**config.mk**
```make
export PLATFORM = sky130hd
export DESIGN_NAME = alu_seq
export DESIGN_NICKNAME = d
export VERILOG_FILES = /design/src/rtl/alu_seq.sv
export SDC_FILE = /design/constraint.sdc
export NUM_CORES = 1
export LEC_CHECK = 0
export ABC_AREA = 1
export CAP_MARGIN = 10
export CORE_UTILIZATION = 57
export CTS_BUF_LIST = sky130_fd_sc_hd__clkbuf_4
export DETAILED_ROUTE_END_ITERATION = 12
export HOLD_SLACK_MARGIN = 0.05
export PLACE_DENSITY = 0.95
export SLEW_MARGIN = 0
export SYNTH_ARGS = -nofsm -noshare
export SYNTH_HDL_FRONTEND = slang
export SYNTH_SLANG_ARGS = --single-unit
```
**constraint.sdc**
```tcl
create_clock -name clk -period 4.7 [get_ports clk]
set_clock_uncertainty 0.2 [all_clocks]
set_input_delay 0.705 -clock clk [delete_from_list [all_inputs] [get_ports clk]]
set_output_delay 0.705 -clock clk [all_outputs]
set_load 0.05 [all_outputs]
```
**src/rtl/alu_seq.sv**
```systemverilog
// Multi-cycle command sequencer driving a shared 8-bit adder ALU.
// Runs ADD, SUB, unsigned MUL and accumulate as a series of single-cycle add passes.
module alu_seq (
    input  logic       clk,
    input  logic       rst,
    input  logic       start,
    input  logic [1:0] cmd,
    input  logic [7:0] opa,
    input  logic [7:0] opb,
    input  logic       acc_clr,
    output logic       busy,
    output logic       done,
    output logic [7:0] result,
    output logic       ovf,
    output logic       alu_op,
    output logic [7:0] alu_a,
    output logic [7:0] alu_b,
    input  logic [7:0] alu_c,
    input  logic       alu_over
);

    typedef enum logic [2:0] {
        StIdle,
        StNeg,
        StExec,
        StDbl,
        StMadd,
        StDone
    } state_e;

    localparam logic [1:0] CmdAdd = 2'b00;
    localparam logic [1:0] CmdSub = 2'b01;
    localparam logic [1:0] CmdMul = 2'b10;
    localparam logic [1:0] CmdAcc = 2'b11;

    state_e     state_q, state_d;
    logic [1:0] cmd_q, cmd_d;
    logic [7:0] opa_q, opa_d;
    logic [7:0] opb_q, opb_d;
    logic [7:0] negb_q, negb_d;
    logic [7:0] p_q, p_d;
    logic [2:0] bit_q, bit_d;
    logic [7:0] acc_q, acc_d;
    logic [7:0] result_q, result_d;
    logic       ovf_q, ovf_d;
    logic       movf_q, movf_d;
    logic       carry;

    // Unsigned carry-out of the current pass, recovered from operand and sum MSBs.
    assign carry = (alu_a[7] & alu_b[7]) | ((alu_a[7] | alu_b[7]) & ~alu_c[7]);

    always_comb begin
        state_d  = state_q;
        cmd_d    = cmd_q;
        opa_d    = opa_q;
        opb_d    = opb_q;
        negb_d   = negb_q;
        p_d      = p_q;
        bit_d    = bit_q;
        acc_d    = acc_q;
        result_d = result_q;
        ovf_d    = ovf_q;
        movf_d   = movf_q;
        alu_a    = 8'h00;
        alu_b    = 8'h00;

        unique case (state_q)
            StIdle: begin
                if (acc_clr) begin
                    acc_d = 8'h00;
                end
                if (start) begin
                    cmd_d = cmd;
                    opa_d = opa;
                    opb_d = opb;
                    unique case (cmd)
                        CmdSub: state_d = StNeg;
                        CmdMul: begin
                            p_d     = 8'h00;
                            bit_d   = 3'd7;
                            movf_d  = 1'b0;
                            state_d = StDbl;
                        end
                        default: state_d = StExec;
                    endcase
                end
            end
            StNeg: begin
                alu_a   = ~opb_q;
                alu_b   = 8'h01;
                negb_d  = alu_c;
                state_d = StExec;
            end
            StExec: begin
                unique case (cmd_q)
                    CmdSub: begin
                        alu_a = opa_q;
                        alu_b = negb_q;
                    end
                    CmdAcc: begin
                        alu_a = acc_q;
                        alu_b = opa_q;
                        acc_d = alu_c;
                    end
                    default: begin
                        alu_a = opa_q;
                        alu_b = opb_q;
                    end
                endcase
                result_d = alu_c;
                ovf_d    = alu_over;
                // Negating 0x80 wraps to itself, so the adder flag is wrong for that operand.
                if (cmd_q == CmdSub && opb_q == 8'h80) begin
                    ovf_d = ~opa_q[7];
                end
                state_d = StDone;
            end
            StDbl: begin
                alu_a   = p_q;
                alu_b   = p_q;
                p_d     = alu_c;
                movf_d  = movf_q | carry;
                state_d = StMadd;
            end
            StMadd: begin
                alu_a  = p_q;
                alu_b  = opb_q[bit_q] ? opa_q : 8'h00;
                p_d    = alu_c;
                movf_d = movf_q | carry;
                if (bit_q == 3'd0) begin
                    result_d = alu_c;
                    ovf_d    = movf_q | carry;
                    state_d  = StDone;
                end else begin
                    bit_d   = bit_q - 3'd1;
                    state_d = StDbl;
                end
            end
            StDone: state_d = StIdle;
            default: state_d = StIdle;
        endcase
    end

    always_ff @(posedge clk) begin
        if (rst) begin
            state_q  <= StIdle;
            cmd_q    <= CmdAdd;
            opa_q    <= 8'h00;
            opb_q    <= 8'h00;
            negb_q   <= 8'h00;
            p_q      <= 8'h00;
            bit_q    <= 3'd0;
            acc_q    <= 8'h00;
            result_q <= 8'h00;
            ovf_q    <= 1'b0;
            movf_q   <= 1'b0;
        end else begin
            state_q  <= state_d;
            cmd_q    <= cmd_d;
            opa_q    <= opa_d;
            opb_q    <= opb_d;
            negb_q   <= negb_d;
            p_q      <= p_d;
            bit_q    <= bit_d;
            acc_q    <= acc_d;
            result_q <= result_d;
            ovf_q    <= ovf_d;
            movf_q   <= movf_d;
        end
    end

    assign busy   = (state_q == StNeg) || (state_q == StExec) ||
                    (state_q == StDbl) || (state_q == StMadd);
    assign done   = (state_q == StDone);
    assign result = result_q;
    assign ovf    = ovf_q;
    assign alu_op = 1'b0;

endmodule
```
==> impl_metrics.py <==
metrics = {
    "synth": {
        "synth_seq_cells": 58,
        "synth.distinct_cells": 30,
        "synth_warnings": 0,
        "ys_seq_area_frac": 0.416,
        "synth_nets": 429,
        "avgSynthCellArea_um2": 7.08,
        "syn_inst": 394,
        "synth_area_um2": 2790,
    },
    "sta": {
        "fin_crit_ns": 3.66,
        "post-route-period-util": 0.779,
        "finalSetupViolCount": 0,
        "rsz0062_at_grt": "no",
        "drv_slew": 0,
        "max_freq_mhz": 273,
        "slew_headroom": 0.366,
        "setup_slack_ns": 1.04,
        "finalSetupTns_ns": 0,
        "max_slew.worst_pin.slew_ns": 0.948,
        "finalHoldViolCount": 0,
    },
    "clock_tree": {
        "clkLatencyLatePin_ns": 0.40,
        "cts_num_sinks": 58,
        "htreeDepth": 3,
        "cts-root-buf": "clkbuf_4",
        "cts_tree": "yes",
        "postCtsSetupRepairBufs": 0,
        "cts_buffers": 9,
        "cts_buffer_depth": 2,
        "cts_resized": 0,
        "path_clk_slew_ns": 0.10,
        "cts_hold_buf": 0,
    },
    "drt": {
        "vias_per_cell": 5.80,
        "avgRoutedWirePerCell_um": 16.0,
        "drt-initial-drc-count": 268,
        "dr.pass1.iters": 5,
        "route.detailed.drc": 0,
        "routed_wl_mm": 8.27,
        "postRouteAntennaNets": 0,
        "vias": 3003,
    },
    "final_layout": {
        "multi_input_area_um2": 1380,
        "nets": 482,
        "area_growth_pct": 26.0,
        "fin_util": 0.744,
        "drive_gt1_frac": 0.0732,
        "antenna_cells": 0,
        "fill_cells": 391,
        "seq_area_um2": 1160,
    },
    "hold_path": {
        "min_path_cells": 2,
        "hp-class": "reg -> reg",
    },
    "worst_setup_path": {
        "reg2reg_depth": 7,
        "worstPathArrival_ns": 2.75,
        "cp_max_fo": 7,
        "endpoint_kind": "primary output",
        "crit_path_start_kind": "flip-flop",
        "crit_path_max_incr_delay_ns": 0.89,
        "cp.required_ns": 3.80,
        "worstSetupPathType": "reg -> out",
        "slowest_stage": "clkdlybuf4s50_1",
        "crit_chain": "inv_1 > nand2_1 > nand3_1 > nand3_1 > nand2_1 > o311ai_0 > clkdlybuf4s50_1",
    },
    "floorplan": {
        "rows": 25,
        "core_um2": 4720,
        "ioPinCount": 59,
        "die_area_um2": 5180,
        "die_h_um": 72.0,
        "die_w_um": 72.0,
        "initial_core_util": 0.590,
    },
    "global_routing": {
        "grtUsageTotal": 0.334,
        "grt_max_degree": 37,
        "grt_pass1_vias": 2715,
        "overflow": 0,
        "grt_pass1_wl_mm": 13.1,
        "antenna_found_initial": 0,
    },
    "placement": {
        "dp_slack_ns": 1.54,
        "post-dp-hpwl_mm": 5.93,
        "io_buffers": 57,
        "gp_congestion": 0.909,
    },
    "flow_run": {
        "maxCapViolCount": 0,
    },
    "outcome": {
        "status": "finished clean",
    },
    "power_and_ir_drop": {
        "cellLeakagePower_nw": 1.39,
        "p_per_area_nw_per_um2": 737,
        "irDropWorstVdd_mv": 0.500,
    },
}
-- layout by cell type, fill, tap and decap left out, drive strengths merged --
master	count
a211oi	3
a21oi	61
a22oi	1
buf	3
bufinv	1
clkbuf	11
clkdlybuf4s50	57
clkinv	3
conb	1
dfxtp	58
ha	4
inv	46
nand2	75
nand3	17
nand4	1
nor2	34
nor3	5
o2111ai	1
o211ai	3
o21a	1
o21ai	46
o221ai	14
o311ai	4
xor2	1
-- layout make-up --
| type | count | share of cell area |
|---|---|---|
| Sequential cell | 58 | 0.330 |
| Timing Repair Buffer | 60 | 0.169 |
| Clock buffer | 11 | 0.0235 |
| Inverter | 46 | 0.0491 |
| Tap cell | 67 | 0.0239 |
| Clock inverter | 4 | 0.0125 |
| Multi-Input combinational cell | 272 | 0.392 |
-- final timing paths --
path / startpoint / endpoint / slack (ns)
setup / recovery: bit_q[0] / alu_b[3] / 1.04
hold / removal: result[3] / result[3] / 0.26
setup reg to reg: bit_q[0] / ovf / 2.25
hold reg to reg: result[3] / result[3] / 0.26
-- where the power goes --
group / internal, mW / switching (mW)
Clock: 0.168 / 0.180
Combinational: 0.430 / 1.00
Sequential: 0.668 / 0.138
Total: 1.27 / 1.32
-- state kept, by name, indices dropped and copies added, names as in the netlist --
name / cells
acc_q: 8
bit_q: 3
cmd_q: 2
movf_q: 1
negb_q: 8
opa_q: 8
opb_q: 8
ovf: 1
p_q: 8
result: 8
state_q: 3
-- metal layers --
layer	wire length (um)	track usage	vias to the layer above
li1	-	-	1449
met1	3470	0.415	1361
met3	635	0.0694	27
met2	3910	0.549	166
met5	0	0	-
met4	263	0.172	0
-- cell usage after synthesis, drive strengths merged --
| master | number | area [um2] |
|---|---|---|
| nand2 | 75 | 287 |
| xor2 | 1 | 8.76 |
| nand3 | 17 | 85.1 |
| a22oi | 1 | 7.51 |
| inv | 46 | 173 |
| o2111ai | 1 | 8.76 |
| nand4 | 1 | 6.26 |
| dfxtp | 58 | 1160 |
| conb | 1 | 3.75 |
| ha | 4 | 50.1 |
| a211oi | 3 | 27.5 |
| buf | 7 | 37.5 |
| clkbuf | 11 | 41.3 |
| nor3 | 5 | 30.0 |
| o211ai | 3 | 22.5 |
| o221ai | 14 | 129 |
| a21oi | 61 | 305 |
| o21ai | 46 | 230 |
| nor2 | 34 | 133 |
| o21a | 1 | 7.51 |
| o311ai | 4 | 35.0 |
-- worst max-delay path: cells and delay by family, from the launching register on --
family                 cells  cell delay, ns
AO/OA/AOI/OAI              1            0.41
AND/OR/NAND/NOR            4            0.42
buffers and inverters      2            1.06
flip-flops                 1            0.46
-- metrics by stage --
step,hold slack (ns),cells,area [um2],power [mW]
after global routing,0.291,518,3510,2.73
after CTS,0.266,518,3510,2.57
after floorplan,0.241,394,2790,1.78
final,0.264,518,3510,2.59
after detailed placement,0.252,503,3390,2.22
after global placement,0.247,503,3390,2.20
-- cells by family (layout without fill, tap and decap cells) --
group / after synthesis / count (layout) / synth area share
AOI/OAI and AO/OA: 134 / 134 / 0.277
and+or+nand+nor: 132 / 132 / 0.194
buffers and inverters: 64 / 121 / 0.0902
DFF: 58 / 58 / 0.416
adders and majority gates: 4 / 4 / 0.0179
other: 1 / 1 / 0.00134
xor gates and xnor gates: 1 / 1 / 0.00314
Note: power is estimated with default switching activity, not from simulation.
